<file path="config.mk">
export PLATFORM = sky130hd
export DESIGN_NAME = calc_ctrl_flat
export DESIGN_NICKNAME = d
export VERILOG_FILES = /design/src/rtl/calc_if.sv /design/src/rtl/calc_ctrl.sv /design/src/flat_wrapper.sv
export SDC_FILE = /design/constraint.sdc
export NUM_CORES = 1
export LEC_CHECK = 0
export ABC_AREA = 1
export CORE_MARGIN = 2
export CORE_UTILIZATION = 50
export DETAILED_ROUTE_END_ITERATION = 10
export PLACE_DENSITY_LB_ADDON = 0.12
export SYNTH_ARGS = -nofsm -noshare
export SYNTH_HDL_FRONTEND = slang
export SYNTH_SLANG_ARGS = --single-unit
</file>
<file path="constraint.sdc">
create_clock -name clk -period 6.28 [get_ports clk]
set_input_delay 0.942 -clock clk [delete_from_list [all_inputs] [get_ports clk]]
set_output_delay 0.942 -clock clk [all_outputs]
set_load 0.1 [all_outputs]
</file>
<file path="src/rtl/calc_if.sv">
// Key-scanner-to-calculator bus: key events in, display/status out.
interface calc_if;
    logic        key_flag;
    logic [3:0]  key_val;
    logic [13:0] disp_val;
    logic        disp_neg;
    logic        err;
    logic        busy;
    logic        done;

    modport master (
        output key_flag, key_val,
        input  disp_val, disp_neg, err, busy, done
    );

    modport slave (
        input  key_flag, key_val,
        output disp_val, disp_neg, err, busy, done
    );
endinterface

</file>
<file path="src/rtl/calc_ctrl.sv">
// Four-function decimal calculator controller: digit entry, one-cycle add/sub/mul,
// 14-step restoring divide, registered display outputs.
module calc_ctrl #(
    parameter int MAX_DIGITS = 4,
    parameter int MAX_VAL    = 9999
) (
    input logic   clk,
    input logic   rst_n,
    calc_if.slave bus
);
    typedef enum logic [2:0] {S_A, S_OP, S_B, S_CALC, S_RES} state_e;
    typedef enum logic [1:0] {OP_ADD, OP_SUB, OP_MUL, OP_DIV} op_e;

    localparam int               CNT_W   = $clog2(MAX_DIGITS + 1);
    localparam logic [CNT_W-1:0] CNT_MAX = CNT_W'(MAX_DIGITS);
    localparam logic [27:0]      MAX_W   = 28'(MAX_VAL);

    state_e           state_q, state_d;
    op_e              op_q, op_d;
    logic [13:0]      a_q, a_d, b_q, b_d;
    logic [CNT_W-1:0] cnt_q, cnt_d;
    logic [3:0]       it_q, it_d;
    logic [13:0]      rem_q, rem_d, quo_q, quo_d;
    logic [13:0]      disp_q, disp_d;
    logic             neg_q, neg_d, err_q, err_d, busy_q, busy_d, done_q, done_d;

    function automatic logic [13:0] accum(input logic [13:0] v, input logic [3:0] d);
        logic [17:0] t;
        t = 18'(v) * 18'd10 + 18'(d);
        return t[13:0];
    endfunction

    // Arithmetic datapath, evaluated every cycle and consumed only in S_CALC.
    logic [14:0] sum_w;
    logic        b_gt_a;
    logic [13:0] diff_w;
    logic [27:0] prod_w;
    logic [14:0] shift_w;
    logic [15:0] trial_w;
    logic [13:0] rem_nx, quo_nx;
    logic [3:0]  op_off;
    logic [13:0] digit_w;

    assign sum_w   = {1'b0, a_q} + {1'b0, b_q};
    assign b_gt_a  = b_q > a_q;
    assign diff_w  = b_gt_a ? (b_q - a_q) : (a_q - b_q);
    assign prod_w  = {14'd0, a_q} * {14'd0, b_q};
    assign shift_w = {rem_q, quo_q[13]};
    assign trial_w = {1'b0, shift_w} - {2'b00, b_q};
    assign rem_nx  = trial_w[15] ? shift_w[13:0] : trial_w[13:0];
    assign quo_nx  = {quo_q[12:0], ~trial_w[15]};
    assign op_off  = bus.key_val - 4'd10;
    assign digit_w = {10'd0, bus.key_val};

    logic        key_ok, is_digit, is_op, is_eq, is_clr;
    logic        fin, fin_err, fin_neg;
    logic [13:0] fin_val;

    // NOTE: every signal written here gets a default first, so no path can infer a latch.
    always_comb begin
        state_d = state_q;
        op_d    = op_q;
        a_d     = a_q;
        b_d     = b_q;
        cnt_d   = cnt_q;
        it_d    = it_q;
        rem_d   = rem_q;
        quo_d   = quo_q;
        disp_d  = disp_q;
        neg_d   = neg_q;
        err_d   = err_q;
        busy_d  = busy_q;
        done_d  = 1'b0;
        fin     = 1'b0;
        fin_err = 1'b0;
        fin_neg = 1'b0;
        fin_val = '0;

        // A key landing on the done cycle is dropped.
        key_ok   = bus.key_flag && !done_q;
        is_digit = bus.key_val <= 4'd9;
        is_op    = (bus.key_val >= 4'd10) && (bus.key_val <= 4'd13);
        is_eq    = bus.key_val == 4'd14;
        is_clr   = bus.key_val == 4'd15;

        if (key_ok && is_clr && state_q != S_CALC) begin
            state_d = S_A;
            op_d    = OP_ADD;
            a_d     = '0;
            b_d     = '0;
            cnt_d   = '0;
            disp_d  = '0;
            neg_d   = 1'b0;
            err_d   = 1'b0;
        end else begin
            case (state_q)
                S_A: if (key_ok) begin
                    if (is_digit && cnt_q < CNT_MAX) begin
                        a_d    = accum(a_q, bus.key_val);
                        cnt_d  = cnt_q + 1'b1;
                        disp_d = accum(a_q, bus.key_val);
                    end else if (is_op) begin
                        op_d    = op_e'(op_off[1:0]);
                        state_d = S_OP;
                    end
                end
                S_OP: if (key_ok) begin
                    if (is_digit) begin
                        b_d     = digit_w;
                        cnt_d   = CNT_W'(1);
                        disp_d  = digit_w;
                        state_d = S_B;
                    end else if (is_op) begin
                        op_d = op_e'(op_off[1:0]);
                    end
                end
                S_B: if (key_ok) begin
                    if (is_digit && cnt_q < CNT_MAX) begin
                        b_d    = accum(b_q, bus.key_val);
                        cnt_d  = cnt_q + 1'b1;
                        disp_d = accum(b_q, bus.key_val);
                    end else if (is_eq) begin
                        busy_d  = 1'b1;
                        it_d    = '0;
                        state_d = S_CALC;
                    end
                end
                S_CALC: begin
                    case (op_q)
                        OP_ADD: begin
                            fin     = 1'b1;
                            fin_err = 28'(sum_w) > MAX_W;
                            fin_val = sum_w[13:0];
                        end
                        OP_SUB: begin
                            fin     = 1'b1;
                            fin_err = 28'(diff_w) > MAX_W;
                            fin_val = diff_w;
                            fin_neg = b_gt_a;
                        end
                        OP_MUL: begin
                            fin     = 1'b1;
                            fin_err = prod_w > MAX_W;
                            fin_val = prod_w[13:0];
                        end
                        default: begin
                            // Iteration 0 is the load cycle; 1..14 are the restoring steps.
                            if (it_q == 4'd0) begin
                                if (b_q == '0) begin
                                    fin     = 1'b1;
                                    fin_err = 1'b1;
                                end else begin
                                    rem_d = '0;
                                    quo_d = a_q;
                                    it_d  = 4'd1;
                                end
                            end else begin
                                rem_d = rem_nx;
                                quo_d = quo_nx;
                                if (it_q == 4'd14) begin
                                    fin     = 1'b1;
                                    fin_err = 28'(quo_nx) > MAX_W;
                                    fin_val = quo_nx;
                                end else begin
                                    it_d = it_q + 4'd1;
                                end
                            end
                        end
                    endcase
                end
                S_RES: if (key_ok) begin
                    if (is_digit) begin
                        a_d     = digit_w;
                        cnt_d   = CNT_W'(1);
                        disp_d  = digit_w;
                        neg_d   = 1'b0;
                        err_d   = 1'b0;
                        state_d = S_A;
                    end else if (is_op && !err_q && !neg_q) begin
                        a_d     = disp_q;
                        op_d    = op_e'(op_off[1:0]);
                        state_d = S_OP;
                    end
                end
                default: state_d = S_A;
            endcase
        end

        if (fin) begin
            state_d = S_RES;
            busy_d  = 1'b0;
            done_d  = 1'b1;
            err_d   = fin_err;
            neg_d   = fin_err ? 1'b0 : fin_neg;
            disp_d  = fin_err ? 14'd0 : fin_val;
        end
    end

    // NOTE: state registers use non-blocking assignments so every flop samples pre-edge values.
    always_ff @(posedge clk or negedge rst_n) begin
        if (!rst_n) begin
            state_q <= S_A;
            op_q    <= OP_ADD;
            a_q     <= '0;
            b_q     <= '0;
            cnt_q   <= '0;
            it_q    <= '0;
            rem_q   <= '0;
            quo_q   <= '0;
            disp_q  <= '0;
            neg_q   <= 1'b0;
            err_q   <= 1'b0;
            busy_q  <= 1'b0;
            done_q  <= 1'b0;
        end else begin
            state_q <= state_d;
            op_q    <= op_d;
            a_q     <= a_d;
            b_q     <= b_d;
            cnt_q   <= cnt_d;
            it_q    <= it_d;
            rem_q   <= rem_d;
            quo_q   <= quo_d;
            disp_q  <= disp_d;
            neg_q   <= neg_d;
            err_q   <= err_d;
            busy_q  <= busy_d;
            done_q  <= done_d;
        end
    end

    assign bus.disp_val = disp_q;
    assign bus.disp_neg = neg_q;
    assign bus.err      = err_q;
    assign bus.busy     = busy_q;
    assign bus.done     = done_q;
endmodule

</file>
<file path="src/flat_wrapper.sv">
// flat-port wrapper written by rule: the top's interface ports become plain ports
module calc_ctrl_flat 
#(
    parameter int MAX_DIGITS = 4,
    parameter int MAX_VAL    = 9999
)
  (clk, rst_n, bus_key_flag, bus_key_val, bus_disp_val, bus_disp_neg, bus_err, bus_busy, bus_done);
  calc_if bus_i ();
  input logic clk;
  input logic rst_n;
  input wire logic [$bits(bus_i.key_flag)-1:0] bus_key_flag;
  input wire logic [$bits(bus_i.key_val)-1:0] bus_key_val;
  output wire logic [$bits(bus_i.disp_val)-1:0] bus_disp_val;
  output wire logic [$bits(bus_i.disp_neg)-1:0] bus_disp_neg;
  output wire logic [$bits(bus_i.err)-1:0] bus_err;
  output wire logic [$bits(bus_i.busy)-1:0] bus_busy;
  output wire logic [$bits(bus_i.done)-1:0] bus_done;
  assign bus_i.key_flag = bus_key_flag;
  assign bus_i.key_val = bus_key_val;
  assign bus_disp_val = bus_i.disp_val;
  assign bus_disp_neg = bus_i.disp_neg;
  assign bus_err = bus_i.err;
  assign bus_busy = bus_i.busy;
  assign bus_done = bus_i.done;
  calc_ctrl #(.MAX_DIGITS(MAX_DIGITS), .MAX_VAL(MAX_VAL)) u_core (.clk(clk), .rst_n(rst_n), .bus(bus_i));
endmodule
</file>
== Yosys cells after proc, flatten, opt, wreduce, memory -nomap -nowiden ==
Cells that the tools add are included.

* Register bits after elaboration: 86
* Output and inout port bits: 18
* Word-level logic and storage cells: 220

* Muxes and demuxes: 94
* Equality and inequality tests: 50
* Magnitude comparators: 9
* Add/subtract/negate cells: 9
* $mul: 3
* Bitwise logic cells: 3
* Reduce and logical (&&, ||, !) cells: 39

{| class="wikitable"
|+ Operators with widths
! operator !! count
|-
| $mux 14 || 24
|-
| $pmux 14 s3 || 2
|-
| $pmux 14 s2 || 2
|-
| $mux 3 || 18
|-
| $ne 4x1->1 const B || 12
|-
| $ne 3x1->1 const B || 13
|-
| $add 14x4->14 || 2
|-
| $gt 14x14->1 const B || 2
|-
| $gt 28x14->1 const B || 1
|-
| $mul 14x14->28 || 1
|-
| $mul 14x3->13 const B || 2
|-
| $mux 4 || 7
|-
| $sub 14x14->14 || 2
|-
| $mux 1 || 27
|-
| $reduce_and 5->1 || 4
|-
| $mux 2 || 9
|-
| $reduce_bool 3->1 || 6
|-
| $reduce_and 8->1 || 2
|-
| $sub 15x14->16 || 1
|-
| $add 14x14->15 || 1
|-
| $gt 15x14->1 const B || 1
|-
| $pmux 3 s5 || 1
|-
| $gt 14x14->1 || 1
|-
| $logic_not 14->1 || 1
|-
| other kinds (37) || 65
|}

== Depth between registers and ports, before layout ==
Gate-level depths: netlist (run 1).

* Depth after elaboration: 10
* Mapped depth: 36
* Mapped depth without buffers: 34

== Least setup slack after synthesis (run 1) ==
No wires, ideal clock.

* Path kind: register to register
* From: register u_core.a_q[1]
* To: register u_core.disp_q[12], in the netlist u_core.bus.disp_val[12]
* Setup slack: 175 ps
* Data required time: 6206 ps
* Cell stages (with the launch flop): 30
* Arrival: 6030 ps
* Cells stage by stage: dfrtp_1 > clkbuf_1 > nand2_1 > fa_1 > fa_1 > inv_1 > fa_1 > fa_1 > fa_1 > inv_1 > fa_1 > inv_1 > ha_1 > nand2_1 > inv_1 > a21oi_1 > nor2_1 > nor2_1 > nand2_1 > nand2_1 > nand2_1 > xor2_1 > nor2_1 > nand3_1 > nand2_1 > nand3_2 > nand2_4 > buf_12 > nand3_2 > a21oi_2

* Longest elaborated chain between the ends: 8
* Elaborated cells on any way between the ends: 23
* Classes of those cells: add/sub: 4; mul: 2; order compare: 4; mux: 13

{| class="wikitable"
|+ Ends and longest elaborated chain
! element !! line !! text
|-
| start: declaration || calc_ctrl.sv:20 || <nowiki>logic [13:0] a_q, a_d, b_q, b_d;</nowiki>
|-
| start signal: assignment || calc_ctrl.sv:204 || <nowiki>a_q <= '0;</nowiki>
|-
| start signal: assignment || calc_ctrl.sv:218 || <nowiki>a_q <= a_d;</nowiki>
|-
| branches (longest 7 deep; another with $mul 14x14->28) || -- ||
|-
| $mux 14 * || calc_ctrl.sv:189 || <nowiki>if (fin) begin</nowiki>
|-
| end signal: assignment || calc_ctrl.sv:224 || <nowiki>disp_q <= disp_d;</nowiki>
|-
| end: declaration || calc_ctrl.sv:24 || <nowiki>logic [13:0] disp_q, disp_d;</nowiki>
|}

Mark *: on every way between the ends. The select of a mux whose other input is x is not followed.
A chain may end at the register's enable or synchronous reset.

== Worst setup path in the final report (run 1) ==
* From: register u_core.a_q[9]
* To: register u_core.disp_q[2], in the netlist u_core.bus.disp_val[2]

* Longest elaborated chain between the ends: 8
* Elaborated cells on any way between the ends: 17
* Classes of those cells: add/sub: 3; mul: 1; order compare: 4; mux: 9

{| class="wikitable"
|+ Ends and longest elaborated chain
! element !! line !! text
|-
| branches (longest 6 deep; another with $mul 14x14->28) || -- ||
|-
| $mux 14 * || calc_ctrl.sv:195 || <nowiki>disp_d = fin_err ? 14'd0 : fin_val;</nowiki>
|-
| $mux 14 * || calc_ctrl.sv:189 ||
|}

Mark *: on every way between the ends.

==> out/results.tsv, run 1 <==
metric	value	unit
Critical Path Most Common Cell	fa_1	
Total Routed Length	59000	microns
yosys warns	0	
CP max stage cell	fa_1	
vias per cell	5.54	
CP required	6.57	ns
slowest stage delay, CP	0.55	ns
post-layout util	0.582	
num ports	25	
first-pass GRT wire length	93100	microns
setup TNS	0	ns
period utilisation layout	0.975	
share of layout cells above drive strength 1	0.141	
TritonCTS clock tree	done	
HPWL after DPL	48700	microns
H-tree levels	3	
vias post-DR	16863	
clk root buf	clkbuf_16	
arrival time worst endpoint	6.41	ns
Std-Cell Rows	67	
DR pass1 iterations	7	
top-area cell type share of the netlist area	0.178	
dpl cells	3018	
unique cell type count in the Yosys netlist	57	
Initial Utilization	0.505	
Clock Skews	0.0172	ns
worst-path fanout max	8	
Crit Path Class	reg -> reg	
Netlist Area Pre-Place	16800	sq um
die span in x	187	microns
total gr overflow	0	
Placer Congestion	1.04	
port bufs	24	
maxcap violations	0	
gr usage total	0.341	
vias in the first global route	17002	
synthesis-stage register bit count	86	
crit path launch type	register	
Post-synth ARST share	1.00	
post-synthesis sequential area ratio	0.128	
Area Overhead vs Synth	15.2	%
crit end category	register	
Max Freq	163	MHz
clock slew at reported path FFs	0.07	ns
status	complete, no violations	
drt initial violations	1180	
final hold viol count	0	
max_slew headroom	0.217	
CTS Buf Count	9	
post-layout min period	6.12	ns
worst slew pin tran	1.17	ns
CTS sink count	86	
fillcell total	3311	
setup violators final	0	
die height	187	microns
Clock Path Buffers	2	
antenna violations before repair	0	
Synth area leader	fa_1	
post-route insts no fill	3043	
ys flop type	dfrtp_1	
core area	33300	sq um
mean post-synth cell area	6.79	sq um
Worst Hold Class	reg -> reg	
Post-Syn Nets	2826	
RSZ-0062 raised after global routing	yes	
worst skew pair latency	0.37	ns
nets@finish	2943	
largest net degree at the start of global routing	48	
Area contributors post-synth	fa_1, nand2_1, ha_1, dfrtp_1, inv_1	
die area	35100	sq um
Post-Syn Instances	2475	
number of flops mapped to enable cells by yosys	0	
final antenna-violating net count	0	
ant diodes	0	
max-slew violations	0	
DRC	0	
WL/cell	19.4	microns
==> cell usage in the layout, fill, tap and decap left out, drive strengths merged, types with 4 or more instances in the layout <==
cell,n
nand2,672
inv,507
ha,195
nor2,195
buf,150
fa,149
a21oi,135
o21ai,128
nand3,124
dfrtp,86
xor2,45
o22ai,31
nand4,24
clkdlybuf4s50,23
a31oi,18
xnor2,17
nor3,12
clkbuf,10
o211ai,9
a21o,8
o2111ai,6
nand3b,6
nor4,5
o21bai,5
clkinv,5
a22oi,4
==> Yosys cell counts (11+ instances only) <==
library cell,number
a21oi_1,127
a31oi_1,18
buf_2,11
clkbuf_1,45
dfrtp_1,86
fa_1,149
ha_1,195
inv_1,501
nand2_1,662
nand3_1,114
nand4_1,24
nor2_1,183
o21ai_0,122
o22ai_1,30
xnor2_1,17
xor2_1,45
==> sequential cells by signal, indices dropped and copies added (netlist names), 2 cells and up <==
register,cells
u_core.rem_q,14
u_core.quo_q,14
u_core.a_q,14
u_core.bus.disp_val,14
u_core.state_q,3
u_core.it_q,4
u_core.cnt_q,3
u_core.b_q,14
u_core.op_q,2
==> per-layer routing <==
layer / global-route usage / wire length [microns] / vias up
met1: 0.426 / 23900 / 8082
met5: 0 / 0 / -
met3: 0.0418 / 3820 / 157
met4: 0.175 / 3200 / 0
met2: 0.581 / 28100 / 626
li1: - / - / 7998
==> critical path, delay by kind of cell (launching register included) <==
kind | cells | cell delay [ns]
flip-flops | 1 | 0.45
AND/OR/NAND/NOR | 17 | 1.68
buffers and inverters | 7 | 0.44
AO/OA/AOI/OAI | 1 | 0.15
adder cells (fa/ha/maj) | 7 | 3.34
==> through the flow <==
| stage | setup WS (ns) | cell area (sq um) | hold slack [ns] |
|---|---|---|---|
| after floorplan | 0.175 | 16800 | 0.457 |
| after global placement | -0.229 | 18300 | 0.476 |
| after detailed placement | -0.294 | 18300 | 0.501 |
| after CTS | 0.0248 | 18800 | 0.523 |
| after global routing | -0.170 | 19400 | 0.548 |
| final | 0.160 | 19400 | 0.516 |
==> path summary, 6_finish.rpt <==
path	from	to	slack [ns]	cells past startpoint
max in group asynchronous	rst_n	u_core.b_q[5]$_DFFE_PN0P_	4.55	2
worst min-delay path	u_core.rem_q[1]$_DFFE_PN0P_	u_core.rem_q[1]$_DFFE_PN0P_	0.52	2
worst min register to register	u_core.rem_q[1]$_DFFE_PN0P_	u_core.rem_q[1]$_DFFE_PN0P_	0.52	2
worst max register to register	u_core.a_q[9]$_DFFE_PN0P_	u_core.bus.disp_val[2]$_DFFE_PN0P_	0.16	32
worst max-delay path	u_core.a_q[9]$_DFFE_PN0P_	u_core.bus.disp_val[2]$_DFFE_PN0P_	0.16	32
min in group asynchronous	rst_n	u_core.rem_q[2]$_DFFE_PN0P_	0.55	1
==> timing repair <==
action                     in CTS  in global routing
pin swaps                       6                 70
setup endpoints to repair      16                 16
resized for setup              25                152
gates cloned                    1                  0
buffers inserted                1                  9
hold buffers                    0                  0
==> layout make-up <==
class / count / area, sq um / share of cell area
Multi-Input combinational cell: 1812 / 13000 / 0.670
Sequential cell: 86 / 2170 / 0.112
Inverter: 510 / 1920 / 0.0989
Timing Repair Buffer: 173 / 1440 / 0.0744
Tap cell: 448 / 561 / 0.0290
Clock buffer: 10 / 229 / 0.0118
Clock inverter: 4 / 73.8 / 0.00381
==> logic make-up (layout without fill, tap and decap cells) <==
group / after synthesis / after routing / synth area share
fa+ha+maj: 344 / 344 / 0.323
flops: 86 / 86 / 0.128
xor+xnor: 62 / 62 / 0.0323
simple gates: 1045 / 1046 / 0.260
compound gates: 360 / 360 / 0.123
buf+inv: 578 / 697 / 0.134
Power of run 1 is not shown: default switching activity piles up to over one toggle a cycle in this logic, so the estimate is an artifact.
==> run 2, diff against run 1 <==
--- a/config.mk
+++ b/config.mk
@@ -6,6 +6,7 @@
 export NUM_CORES = 1
 export LEC_CHECK = 0
 export ABC_AREA = 1
+export CORE_ASPECT_RATIO = 0.75
 export CORE_MARGIN = 2
 export CORE_UTILIZATION = 50
 export DETAILED_ROUTE_END_ITERATION = 10
==> out/results.tsv, run 2 (synthesized netlist as in run 1, its figures left out) <==
metric	value	unit
status	complete, no violations	
Clock Path Buffers	2	
crit path launch type	register	
Total Routed Length	59900	microns
max_slew headroom	0.329	
DR pass1 iterations	6	
gr usage total	0.340	
HPWL after DPL	48900	microns
share of layout cells above drive strength 1	0.157	
clk root buf	clkbuf_16	
commonest non-fill, non-tap cells in the layout	nand2_1, inv_1, ha_1	
worst-path fanout max	8	
max-slew violations	0	
met2 WL post-DR	23900	microns
flop2flop setup slack	0.04	ns
CTS sink count	86	
setup violators final	0	
Placer Congestion	1.01	
die span in x	216	microns
maxcap violations	0	
final hold viol count	0	
Initial Utilization	0.504	
post-layout util	0.592	
slowest stage delay, CP	0.55	ns
worst skew pair latency	0.37	ns
setup TNS	0	ns
nets@finish	2958	
Clock Skews	0.0130	ns
arrival time worst endpoint	6.54	ns
ant diodes	0	
port bufs	24	
reg2reg end	u_core.bus.disp_val[1]$_DFFE_PN0P_	
WHS Endpoint	u_core.cnt_q[1]$_DFFE_PN0P_	
r2r worst-path depth	31	
area occupied by multi-input gates	13200	sq um
DRC	0	
core area	33300	sq um
met3 wire len	6250	microns
Area Overhead vs Synth	17.4	%
CP required	6.58	ns
fillcell total	3210	
total gr overflow	0	
R2R Path Start	u_core.a_q[9]$_DFFE_PN0P_	
CP max stage cell	fa_1	
clock slew at reported path FFs	0.07	ns
vias in the first global route	15860	
CTS Buf Count	9	
TritonCTS clock tree	done	
final antenna-violating net count	0	
num ports	25	
Worst Hold Class	reg -> reg	
crit end category	register	
die area	35100	sq um
Crit Path Class	reg -> reg	
vias per cell	5.57	
hold_sp	u_core.cnt_q[1]$_DFFE_PN0P_	
DR top layer	met4	
die height	163	microns
vias post-DR	17049	
Max Freq	160	MHz
Hold Crit Depth	2	
H-tree levels	3	
Std-Cell Rows	58	
post-layout min period	6.24	ns
RSZ-0062 raised after global routing	yes	
Reg area	2170	sq um
WL/cell	19.6	microns
largest net degree at the start of global routing	47	
period utilisation layout	0.994	
first-pass GRT wire length	91600	microns
drt initial violations	1755	
antenna violations before repair	0	
worst slew pin tran	1.00	ns
commonest non-fill, non-tap cell in the layout	nand2_1	
wl on met1	28900	microns
==> run 2: changes by cell type in the layout (fill, tap and decap cells not counted), sizes merged <==
cell and delta:
clkinv +1, inv +3, bufinv -1, buf +15, clkbuf -1
==> run 2: repair_timing <==
action	4_1_cts	5_1_grt
setup buffers	1	19
gates cloned	1	0
hold buffers	0	0
pin swaps	4	101
setup endpoints to repair	16	16
resized for setup	34	190
==> run 2: how the worst max path moves through the flow <==
stage | start | to | depth (start not counted)
6_report | u_core.a_q[9]$_DFFE_PN0P_ | u_core.bus.disp_val[1]$_DFFE_PN0P_ | 31
5_1_grt | u_core.a_q[9]$_DFFE_PN0P_ | u_core.bus.disp_val[4]$_DFFE_PN0P_ | 31
4_1_cts | u_core.b_q[4]$_DFFE_PN0P_ | u_core.bus.disp_val[5]$_DFFE_PN0P_ | 32
3_5_place_dp | u_core.b_q[4]$_DFFE_PN0P_ | u_core.bus.disp_val[5]$_DFFE_PN0P_ | 30
3_3_place_gp | u_core.b_q[7]$_DFFE_PN0P_ | u_core.bus.disp_val[1]$_DFFE_PN0P_ | 26
2_1_floorplan | u_core.a_q[1]$_DFFE_PN0P_ | u_core.bus.disp_val[12]$_DFFE_PN0P_ | 29
==> run 2: per-stage QoR <==
step | setup slack [ns] | area (sq um) | hold WS (ns) | cells
finish | 0.0382 | 19700 | 0.505 | 3062
global placement | -0.210 | 18400 | 0.479 | 3025
global route | -0.144 | 19700 | 0.553 | 3062
floorplan | 0.175 | 16800 | 0.457 | 2475
detailed placement | -0.257 | 18400 | 0.496 | 3025
CTS | 0.00869 | 18900 | 0.512 | 3043
==> run 2: layer usage <==
| metal | GRT usage | up-vias |
|---|---|---|
| met5 | 0 | - |
| met2 | 0.476 | 813 |
| met4 | 0.0517 | 0 |
| met1 | 0.539 | 8158 |
| met3 | 0.0682 | 60 |
| li1 | - | 8018 |
==> run 2: critical path, delay by kind of cell, from the launching register on <==
kind | cells | cell delay (ns)
AO/OA/AOI/OAI | 1 | 0.14
adder cells (fa/ha/maj) | 7 | 3.03
buffers and inverters | 8 | 0.85
flip-flops | 1 | 0.44
AND/OR/NAND/NOR | 15 | 1.67
==> run 2: area by class of cell <==
type | count | area share
multi-input cells | 1812 | 0.669
inverters | 510 | 0.0976
repair buffers | 188 | 0.0798
flip-flops and latches | 86 | 0.110
clock buffers | 9 | 0.0114
clock inverters | 7 | 0.00393
well taps | 450 | 0.0285
Power of run 2 is left out for the same reason.
